File: config.mk
export PLATFORM = sky130hd
export DESIGN_NAME = keypad_scan
export DESIGN_NICKNAME = d
export VERILOG_FILES = /design/src/rtl/keypad_scan.sv
export SDC_FILE = /design/constraint.sdc
export NUM_CORES = 1
export LEC_CHECK = 0
export CAP_MARGIN = 25
export CELL_PAD_IN_SITES_DETAIL_PLACEMENT = 0
export CELL_PAD_IN_SITES_GLOBAL_PLACEMENT = 1
export CORE_MARGIN = 1.5
export CORE_UTILIZATION = 46
export DETAILED_ROUTE_END_ITERATION = 16
export PLACE_DENSITY_LB_ADDON = 0.08
export SYNTH_ARGS = -nofsm -noshare
export SYNTH_HDL_FRONTEND = slang
export SYNTH_SLANG_ARGS = --single-unit
File: constraint.sdc
create_clock -name clk -period 2.8 [get_ports clk]
set_input_delay 0.42 -clock clk [delete_from_list [all_inputs] [get_ports clk]]
set_output_delay 0.42 -clock clk [all_outputs]
set_load 0.01 [all_outputs]
File: src/rtl/keypad_scan.sv
// keypad_scan: 4x4 matrix keypad scanner with debounce and a valid/ready key-code output.
// Optional KEYPAD_REPEAT_EN: re-emit a held key after REPEAT_DELAY ticks, then every REPEAT_RATE ticks.
module keypad_scan #(
   parameter int SCAN_DIV       = 100000,
   parameter int DEBOUNCE_TICKS = 10,
   parameter int REPEAT_DELAY   = 500,
   parameter int REPEAT_RATE    = 100
) (
   input  logic       clk,
   input  logic       rst_n,
   input  logic [3:0] col_in,
   output logic [3:0] row_out,
   output logic [3:0] key_code,
   output logic       key_valid,
   input  logic       key_ready,
   output logic       key_held,
   output logic       overrun
);
   localparam int DW = SCAN_DIV > 1 ? $clog2(SCAN_DIV) : 1;
   localparam int CW = $clog2(DEBOUNCE_TICKS + 1);
   typedef enum logic [1:0] {SCAN, DEB_PRESS, PRESSED, DEB_REL} state_t;
   state_t        state_q;
   logic [3:0]    col_s_q, col_q, lat_q, emit_code;
   logic [DW-1:0] div_q;
   logic [CW-1:0] dcnt_q, dcnt_d;
   logic [1:0]    row_idx, col_idx;
   logic          tick, idle, single, same, done, xfer, emit, emit_rep;
   if (DEBOUNCE_TICKS < 1 || REPEAT_DELAY < 1 || REPEAT_RATE < 1) begin : g_bad_param
      $error("keypad_scan: DEBOUNCE_TICKS, REPEAT_DELAY and REPEAT_RATE must be >= 1");
   end
   always_comb begin
      tick      = div_q == DW'(SCAN_DIV - 1);
      idle      = col_q == 4'hF;
      single    = col_q inside {4'hE, 4'hD, 4'hB, 4'h7};
      col_idx   = !col_q[0] ? 2'd0 : !col_q[1] ? 2'd1 : !col_q[2] ? 2'd2 : 2'd3;
      row_idx   = !row_out[0] ? 2'd0 : !row_out[1] ? 2'd1 : !row_out[2] ? 2'd2 : 2'd3;
      dcnt_d    = dcnt_q + 1'b1;
      done      = dcnt_d == CW'(DEBOUNCE_TICKS);
      same      = single && col_idx == lat_q[1:0];
      xfer      = key_valid && key_ready;
      emit_code = state_q == SCAN ? {row_idx, col_idx} : lat_q;
      emit      = tick && ((state_q == SCAN && single && DEBOUNCE_TICKS == 1) ||
                           (state_q == DEB_PRESS && same && done) || emit_rep);
   end
`ifdef KEYPAD_REPEAT_EN
   localparam int RMAX = REPEAT_DELAY > REPEAT_RATE ? REPEAT_DELAY : REPEAT_RATE;
   localparam int RW   = $clog2(RMAX + 1);
   logic [RW-1:0] rcnt_q, rcnt_d;
   logic          rep_q, rdone;
   always_comb begin
      rcnt_d   = rcnt_q + 1'b1;
      rdone    = rcnt_d == (rep_q ? RW'(REPEAT_RATE) : RW'(REPEAT_DELAY));
      emit_rep = state_q == PRESSED && !idle && rdone;
   end
   // Counter restarts whenever the key is not in steady hold, including entry to DEB_REL.
   always_ff @(posedge clk or negedge rst_n) begin
      if (!rst_n) begin
         rcnt_q <= '0;
         rep_q  <= 1'b0;
      end else if (tick) begin
         if (state_q != PRESSED || idle) begin
            rcnt_q <= '0;
            rep_q  <= 1'b0;
         end else if (rdone) begin
            rcnt_q <= '0;
            rep_q  <= 1'b1;
         end else begin
            rcnt_q <= rcnt_d;
         end
      end
   end
`else
   assign emit_rep = 1'b0;
`endif
   always_ff @(posedge clk or negedge rst_n) begin
      if (!rst_n) begin
         state_q   <= SCAN;
         col_s_q   <= 4'hF;
         col_q     <= 4'hF;
         div_q     <= '0;
         dcnt_q    <= '0;
         lat_q     <= 4'h0;
         row_out   <= 4'b1110;
         key_code  <= 4'h0;
         key_valid <= 1'b0;
         key_held  <= 1'b0;
         overrun   <= 1'b0;
      end else begin
         col_s_q <= col_in;
         col_q   <= col_s_q;
         div_q   <= tick ? '0 : div_q + 1'b1;
         if (emit && (!key_valid || xfer)) begin
            key_code  <= emit_code;
            key_valid <= 1'b1;
         end else if (xfer) begin
            key_valid <= 1'b0;
         end
         overrun <= xfer ? 1'b0 : overrun | (emit & key_valid);
         if (tick) begin
            case (state_q)
               SCAN: begin
                  if (single) begin
                     lat_q  <= {row_idx, col_idx};
                     dcnt_q <= CW'(1);
                     if (DEBOUNCE_TICKS == 1) begin
                        key_held <= 1'b1;
                        state_q  <= PRESSED;
                     end else begin
                        state_q <= DEB_PRESS;
                     end
                  end else begin
                     row_out <= {row_out[2:0], row_out[3]};
                  end
               end
               DEB_PRESS: begin
                  if (same) begin
                     dcnt_q <= dcnt_d;
                     if (done) begin
                        key_held <= 1'b1;
                        state_q  <= PRESSED;
                     end
                  end else begin
                     dcnt_q  <= '0;
                     state_q <= SCAN;
                     row_out <= {row_out[2:0], row_out[3]};
                  end
               end
               PRESSED: begin
                  if (idle) begin
                     dcnt_q <= CW'(1);
                     if (DEBOUNCE_TICKS == 1) begin
                        key_held <= 1'b0;
                        state_q  <= SCAN;
                        row_out  <= {row_out[2:0], row_out[3]};
                     end else begin
                        state_q <= DEB_REL;
                     end
                  end
               end
               default: begin
                  if (idle) begin
                     dcnt_q <= dcnt_d;
                     if (done) begin
                        key_held <= 1'b0;
                        state_q  <= SCAN;
                        row_out  <= {row_out[2:0], row_out[3]};
                     end
                  end else begin
                     state_q <= PRESSED;
                  end
               end
            endcase
         end
      end
   end
endmodule
; Word level (Yosys, flattened, before mapping)
; Cells that the tools add are included.
[totals]
in_bits = 7
latchBits = 0
mem_bits_rw = 0
mem_bits_ro = 0
memories = 0
reg_bits = 46
[classes]
multipliers = 0
reduce_logical = 20
div = 0
eq_ne = 17
n_mux = 33
shifts = 0
bitwise_logic = 4
add_sub_neg = 2
n_lt_le_gt_ge = 0
[op_table]
columns = op, n
row1 = $mux 4, 9
row2 = $pmux 4 s3, 2
row3 = $eq 4x4->1 const B, 5
row4 = $mux 2, 10
row5 = $add 17x1->17 const B, 1
row6 = $eq 17x17->1 const B, 1
row7 = $mux 17, 1
row8 = $ne 2x2->1 const B, 5
row9 = $reduce_and 5->1, 2
row10 = $mux 1, 9
row11 = $logic_and 1x1->1, 6
row12 = $pmux 2 s3, 1
row13 = $reduce_and 6->1, 1
row14 = $reduce_bool 3->1, 2
row15 = $ne 5x1->1 const B, 1
row16 = $add 4x1->4 const B, 1
row17 = $eq 4x3->1 const B, 1
row18 = $reduce_and 4->1, 1
row19 = $reduce_bool 2->1, 2
row20 = $reduce_bool 4->1, 1
row21 = $ne 3x3->1 const B, 1
row22 = $reduce_and 3->1, 1
row23 = $eq 2x1->1 const B, 1
row24 = $eq 2x2->1, 1
row25 = 9 further kinds, 10

; Logic depth before layout (Yosys ltp)
; Gate-level depths: netlist of run 1.
[depth]
ltp_word = 11
ltp_mapped = 7

; Worst setup path after synthesis of run 1
; No wires, ideal clock.
[synth_path]
path_type = reg-to-reg
from = register col_q[1]
to = register key_code[0]
t_arrival_ns = 1.994
path_buffers = 0
stages_incl_launch_ff = 6
path_slack_ns = 0.679
cell_sequence = dfstp_2 -> or3b_4 -> a211oi_4 -> nor2_2 -> nor4_4 -> mux2_1
[synth_via]
elab_chain_len = 8
[synth_rtl]
columns = item, line
row1 = start: declaration, 23  ; logic [3:0] col_s_q, col_q, lat_q, emit_code;
row2 = start signal: assignment, 90  ; col_q <= col_s_q;
row3 = $mux 2 (2 in series), 35  ; col_idx = !col_q[0] ? 2'd0 : !col_q[1] ? 2'd1 : !col_q[2] ? 2'd2 : 2'd3;
row4 = $eq 2x2->1, 39  ; same = single && col_idx == lat_q[1:0];
row5 = $logic_and 1x1->1, 39
row6 = $logic_and 1x1->1 (2 in series), 43  ; (state_q == DEB_PRESS && same && done) || emit_rep);
row7 = $logic_and 1x1->1, 42  ; emit = tick && ((state_q == SCAN && single && DEBOUNCE_TICKS == 1) ||
row8 = $logic_and 1x1->1, 92  ; if (emit && (!key_valid || xfer)) begin
row9 = end signal: assignment, 93  ; key_code <= emit_code;
row10 = end: declaration, 13  ; output logic [3:0] key_code,
; Parallel ways exist; a longest one is shown, timed or not.
; A chain may end at the register's enable or synchronous reset.

; Worst setup path after layout of run 1
[layout_path]
from = register dcnt_q[0]
to = register row_out[0]
[layout_via]
elab_chain_len = 4
[layout_rtl]
columns = item, line
row1 = start: declaration, 25  ; logic [CW-1:0] dcnt_q, dcnt_d;
row2 = start signal: assignment, 117  ; dcnt_q <= dcnt_d;
row3 = start signal: assignment, 142  ; dcnt_q <= dcnt_d;
row4 = $add 4x1->4, 37  ; dcnt_d = dcnt_q + 1'b1;
row5 = $eq 4x4->1, 38  ; done = dcnt_d == CW'(DEBOUNCE_TICKS);
row6 = $reduce_bool 3->1 (no line), -
row7 = $reduce_and 6->1 (no line), -
row8 = end signal: assignment, 112  ; row_out <= {row_out[2:0], row_out[3]};
row9 = end signal: assignment, 125  ; row_out <= {row_out[2:0], row_out[3]};
row10 = end signal: assignment, 134  ; row_out <= {row_out[2:0], row_out[3]};
row11 = end: declaration, 12  ; output logic [3:0] row_out,
; No other way between the ends.

==> out/metrics.yaml, run 1 <==
synthTopCellsByCount: "dfrtp_1 (35), nand2_1 (22), o21ai_0 (18)"
cts_setup_buffers: 0
chipWidth_microns: 72.8
cts_made_buffers: 5
nets: 235
clock_latency_ps: 290
die_h_microns: 72.8
hold_buffers: 0
rrSetupSlack_ps: 510
finalSetupTns_ps: 0
cp.depth: 5
synth_largest_area_cell: "dfrtp_1"
tritoncts: "done"
busiest_layer: "met2"
finalCriticalPeriod_ps: 2290
critical-path-max-stage-delay_ps: 590
drtIter0Drc: 74
min_period_over_period: 0.817
cts-root-buf: "clkbuf_8"
peakVddDrop_uv: 357
endpoint: "row_out[0]"
cp-startpoint: "dcnt_q[0]"
firstDrtPassIters: 4
setup_viol: 0
num_rows: 25
ctsResizeCount: 0
worst-path-buf-inv: 0
ys_types: 46
synth_edf_count: 0
hp-class: "primary input to asynchronous set/reset pin"
post_route_cells_drive_above_1_share: 0.177
fmax_mhz: 437
grt_use_met2: 0.266
ys_warn_count: 0
io_pins: 18
worst_slew_pin_slew_ps: 721
r2r_cells: 5
synth_top_area_frac: 0.391
grt_pass1_vias: 1520
clock_sinks: 46
grtUsageTotal: 0.171
power.total_mw: 1.20
antenna_found_initial: 0
ys_async_sr_fraction: 1.00
slew_violations: 0
synth_nets: 216
wl_per_cell_microns: 14.3
clk_pin_slew_ps: 80
cp.arrival_ps: 2470
areaGrowthSynthToFinish_pct: 14.7
grt_use_met3: 0.0414
grt_overflow: 0
drc: 0
cp-start-kind: "flip-flop"
clock_path_buffers: 2
portBuffers: 17
place.gp.congestion: 0.810
r2r-start: "dcnt_q[0]"
outcome: "completed"
grt_pass1_wl_microns: 6950
vias_per_cell: 5.59
netlist_area_sq_um: 2240
grt_max_degree: 47
finalHoldViolations: 0
synth.area.top_cells: "dfrtp_1 (39%), dfstp_2 (13%), o21ai_0 (4.0%), nand2_1 (3.7%), xnor2_1 (3.5%)"
critical_path.top_delay_family: "compound AO/OA/AOI/OAI gates"
antenna_left: 0
syn_inst: 206
cpMaxStageDelayCell: "a2111oi_4"
yosys_most_used_dff: "dfrtp_1"
syn_area_per_cell_sq_um: 10.9
start_util: 0.478
skew_ps: 5.12
critical_path_class: "flip-flop to flip-flop"
max-cap-violations: 0
htree_levels: 2
die_area_sq_um: 5300
grtUsageMet1: 0.232
power_leakage_nw: 1.06
reg2reg_to: "row_out[0]"
yosysMostFrequentCell: "dfrtp_1"
wl_microns: 4000
crit_path_max_fanout: 6
cp_cell_sequence: "ha_1 -> nor4bb_1 -> a41oi_1 -> a2111oi_4 -> mux2_2"
core_sq_um: 4690
critPathRequiredTime_ps: 2980
crit_path_end_kind: "flip-flop"
dp_hpwl_microns: 2900
hold_slack_ps: 114
synth_seq_cells: 46
yosysSeqAreaShare: 0.520
via_count: 1564
slew_headroom: 0.513
antenna_cells: 0
rsz0062_at_grt: "false"
power_density_nw_per_um2: 467
[placed cells by master (no fill, tap or decap), types with 2 or more instances in the layout]
cell type,count
nor3_1,3
mux2_1,4
clkdlybuf4s50_1,16
nor2b_1,3
or3_1,2
nor4bb_1,3
a21oi_1,3
mux2_2,6
nand4_1,6
dfrtp_1,35
nand3b_1,2
o21ai_0,18
xor2_1,6
and4_1,3
nand2_1,22
o2bb2ai_1,2
a31oi_1,4
o31ai_1,2
or2_2,2
nand3_1,10
clkbuf_8,5
dfstp_2,11
nor2_1,12
clkinv_2,2
and3_1,2
ha_1,3
inv_1,9
xnor2_1,9
[sequential cells by signal, indices dropped and copies added, names as in the netlist]
signal and count:
col_s_q 4, dcnt_q 4, row_out 4, key_held 1, div_q 17, lat_q 4, col_q 4, key_code 4
key_valid 1, state_q 2, overrun 1
[cell type report]
cell class / instances / area, sq um
clock buffers: 5 / 68.8
clock inverters: 3 / 40.0
fillers: 431 / 2120
inverters: 9 / 33.8
multi-input cells: 144 / 996
flip-flops and latches: 46 / 1160
well taps: 54 / 67.6
repair buffers: 19 / 200
[metrics by stage]
stage | worst slack (ps) | area, sq um | utilization | std cells
after floorplan | 679 | 2240 | - | 206
after global placement | 548 | 2430 | 0.519 | 271
after detailed placement | 519 | 2430 | 0.519 | 271
after CTS | 508 | 2540 | 0.542 | 279
after global routing | 363 | 2570 | 0.548 | 280
final | 511 | 2570 | 0.548 | 280
[layer usage]
layer	vias up	routed length [microns]	share of wire
li1	763	-	-
met1	771	2000	0.50
met2	28	1850	0.46
met3	2	125	0.031
met4	0	25	0.0062
met5	-	0	0
[power breakdown]
part / switching (mW) / total [mW] / internal, mW
Clock: 0.216 / 0.478 / 0.263
Sequential: 0.00593 / 0.681 / 0.675
Combinational: 0.0229 / 0.0415 / 0.0185
Total: 0.245 / 1.20 / 0.956
[cells by family (layout without fill, tap and decap cells)]
| group | count (synthesis) | after routing | synth area share |
|---|---|---|---|
| xor gates and xnor gates | 15 | 15 | 0.0586 |
| AOI/OAI and AO/OA | 37 | 37 | 0.118 |
| buffers and inverters | 16 | 36 | 0.0357 |
| DFF | 46 | 46 | 0.520 |
| adders and majority gates | 4 | 4 | 0.0212 |
| and+or+nand+nor | 78 | 78 | 0.196 |
| muxes | 10 | 10 | 0.0502 |
[worst min-delay path by stage]
stage               start   endpoint  slack [ps]  cells past startpoint
2_1_floorplan       rst_n  dcnt_q[0]         120                      0
3_3_place_gp   col_s_q[2]   col_q[2]         350                      0
3_5_place_dp   col_s_q[3]   col_q[3]         350                      0
4_1_cts             rst_n  div_q[12]         320                      1
5_1_grt             rst_n  div_q[12]         140                      1
6_report            rst_n  div_q[12]         110                      1
(Power assumes the default switching activity.)
==> inputs of run 2 (changes only) <==
- CORE_UTILIZATION: 46 -> 41
- clock period: 2.8 -> 2.1 ns (I/O delays scaled with it)
==> run 2 against run 1 <==
The flow now finishes with violations (setup timing). Power rose by 37%. Register-to-register slack got worse by 540 ps. First-iteration DRC count did not move. Core utilization rose by 2.4 points. Combinational power rose by 59%. Worst hold slack improved by 250 ps. Global-route usage fell by 0.27 points. Sequential power rose by 33%. Critical endpoint is now key_code[2]. Highest routed layer unchanged.
==> out/metrics.yaml, run 2 (synthesis gave the netlist of run 1 again) <==
rsz0062_at_grt: "true"  # was false
tritoncts: "done"  # unchanged
portBuffers: 17  # unchanged
via_count: 1678  # was 1564
grtUsageTotal: 0.168  # was 0.171
worst_slew_pin_slew_ps: 487  # was 721 ps
nets: 270  # was 235
fmax_mhz: 471  # was 437 MHz
r2r-start: "col_q[1]"  # was dcnt_q[0]
num_rows: 26  # was 25
max-cap-violations: 0  # unchanged
grt_overflow: 0  # unchanged
rrSetupSlack_ps: -20  # was 510 ps
areaGrowthSynthToFinish_pct: 32.1  # was 14.7%
die_area_sq_um: 5920  # was 5300 sq um
vias_per_cell: 5.07  # was 5.59
cp-start-kind: "flip-flop"  # unchanged
p_seq_frac: 0.549  # was 0.567
core_sq_um: 5170  # was 4690 sq um
antenna_found_initial: 0  # unchanged
hold-path-cell-count: 0
min_period_over_period: 1.01  # was 0.817
place.gp.congestion: 0.806  # was 0.810
firstDrtPassIters: 4  # unchanged
clk_pin_slew_ps: 90  # was 80 ps
cp.arrival_ps: 2300  # was 2470 ps
start_util: 0.433  # was 0.478
p_comb_frac: 0.040  # was 0.035
setup_slack_ps: -23.9  # was 511 ps
power_leakage_nw: 1.24  # was 1.06 nW
hp-class: "flip-flop to flip-flop"  # was primary input to asynchronous set/reset pin
grt_pass1_vias: 1662  # was 1520
die_h_microns: 76.9  # was 72.8 microns
post_route_cells_drive_above_1_share: 0.345  # was 0.177
clock_path_buffers: 2  # unchanged
violations: "setup timing"
critPathRequiredTime_ps: 2280  # was 2980 ps
slew_headroom: 0.675  # was 0.513
crit_path_max_fanout: 4  # was 6
htree_levels: 2  # unchanged
finalHoldViolations: 0  # unchanged
fin_cells: 331  # was 280
power_density_nw_per_um2: 557  # was 467 nW/um^2
crit_path_end_kind: "flip-flop"  # unchanged
clock_latency_ps: 290  # about the same
peakVddDrop_uv: 388  # was 357 uV
grt_pass1_wl_microns: 7770  # was 6950 microns
grt_max_degree: 22  # was 47
largest_register: "div_q"  # unchanged
whs_endpoint: "col_q[3]"
dp_cells: 317  # was 271
power.total_mw: 1.65  # was 1.20 mW
skew_ps: 6.66  # was 5.12 ps
worstHoldStart: "col_s_q[3]"
reg2reg_to: "key_code[2]"  # was row_out[0]
wl_microns: 4650  # was 4000 microns
cts-root-buf: "clkbuf_8"  # unchanged
setup_viol: 3  # was 0
pwr-share-clk: 0.411  # was 0.398
outcome: "finished, violations left"  # was completed
dp_hpwl_microns: 3400  # was 2900 microns
critical_path_class: "flip-flop to flip-flop"  # unchanged
finalCriticalPeriod_ps: 2120  # was 2290 ps
largest_reg_flops: 17  # unchanged
final_cell_mix: "dfrtp_1 (35), buf_4 (35), nand2_1 (21)"  # was dfrtp_1 (35), nand2_1 (22), o21ai_0 (18)
drc: 0  # unchanged
drtIter0Drc: 74  # unchanged
p_int_mw: 1.31  # was 956 uW
p_switching_uw: 339  # was 245 uW
wl_per_cell_microns: 14.1  # was 14.3 microns
antenna_left: 0  # unchanged
io_pins: 18  # unchanged
slew_violations: 0  # unchanged
r2r_cells: 6  # was 5
cts_made_buffers: 5  # unchanged
clock_sinks: 46  # unchanged
swShare: 0.205  # was 0.204
chipWidth_microns: 76.9  # was 72.8 microns
antenna_cells: 0  # unchanged
==> run 2: changes by cell type in the layout (fill, tap and decap cells not counted), sizes merged <==
cell | previous run | this run
clkinv | 2 | 1
clkbuf | 5 | 7
dlygate4sd3 | 0 | 1
bufinv | 1 | 0
buf | 3 | 37
==> run 2: final cells by class <==
class / count / area [sq um]
Tap cell: 70 / 87.6
Inverter: 9 / 33.8
Clock inverter: 1 / 8.76
Fill cell: 434 / 2210
Timing Repair Buffer: 54 / 449
Sequential cell: 46 / 1160
Clock buffer: 7 / 119
Multi-Input combinational cell: 144 / 1100
==> run 2: critical path, cell delays in order (launching register included) <==
cell	delay [ps]
dfstp_2	530
or3b_4	380
a211oi_4	280
nor2_2	80
nor4_4	250
buf_4	190
mux2_4	300
==> run 2: metal layers <==
metal	vias to the layer above	share of wire	track usage
met5	-	0	0
met4	0	0.0054	0.0444
met1	819	0.46	0.222
met2	26	0.51	0.280
met3	2	0.021	0.0357
li1	831	-	-
==> run 2: worst max-delay path by stage <==
| stage | depth (start not counted) | slack (ps) | endpoint | startpoint |
|---|---|---|---|---|
| 6_report | 6 | -20 | key_code[2] | col_q[1] |
| 5_1_grt | 6 | -100 | key_code[2] | col_q[1] |
| 4_1_cts | 6 | -60 | key_code[2] | col_q[1] |
| 3_5_place_dp | 7 | -170 | key_code[2] | dcnt_q[1] |
| 3_3_place_gp | 6 | 5 | row_out[0] | div_q[11] |
| 2_1_floorplan | 7 | 0.01 | key_code[0] | div_q[0] |
==> run 2: metrics by stage <==
stage / setup slack [ps] / utilization / hold WS (ps) / TNS, ps / instance area [sq um]
detailed placement: -169 / 0.519 / 311 / -1080 / 2680
global placement: 5.13 / 0.519 / 310 / 0 / 2680
global route: -98.2 / 0.572 / 364 / -607 / 2960
finish: -23.9 / 0.572 / 359 / -44.8 / 2960
floorplan: 0.0104 / - / 19.4 / 0 / 2240
CTS: -61.6 / 0.561 / 360 / -175 / 2900
==> run 2: timing repair <==
| action | in CTS | in global routing |
|---|---|---|
| resized for setup | 10 | 15 |
| endpoints found under the setup margin | 8 | 13 |
| pin swaps | 7 | 8 |
| endpoints found under the hold margin | 13 | 0 |
| hold buffers | 1 | 0 |
| setup buffers | 4 | 1 |
==> run 2: power by group through the flow <==
stage               sequential [mW]  clock, mW  combinational, mW
finish                        0.906      0.678             0.0658
detailed placement            0.923          0             0.0605
CTS                           0.906      0.703             0.0669
global route                  0.908      0.742             0.0737
global placement              0.923          0             0.0594
floorplan                     0.921          0             0.0228
==> inputs of run 3 (changes only) <==
- CAP_MARGIN: 25 -> 20
==> results of run 3 <==
No change in the layout: final DEF, timing and power equal those of run 2.
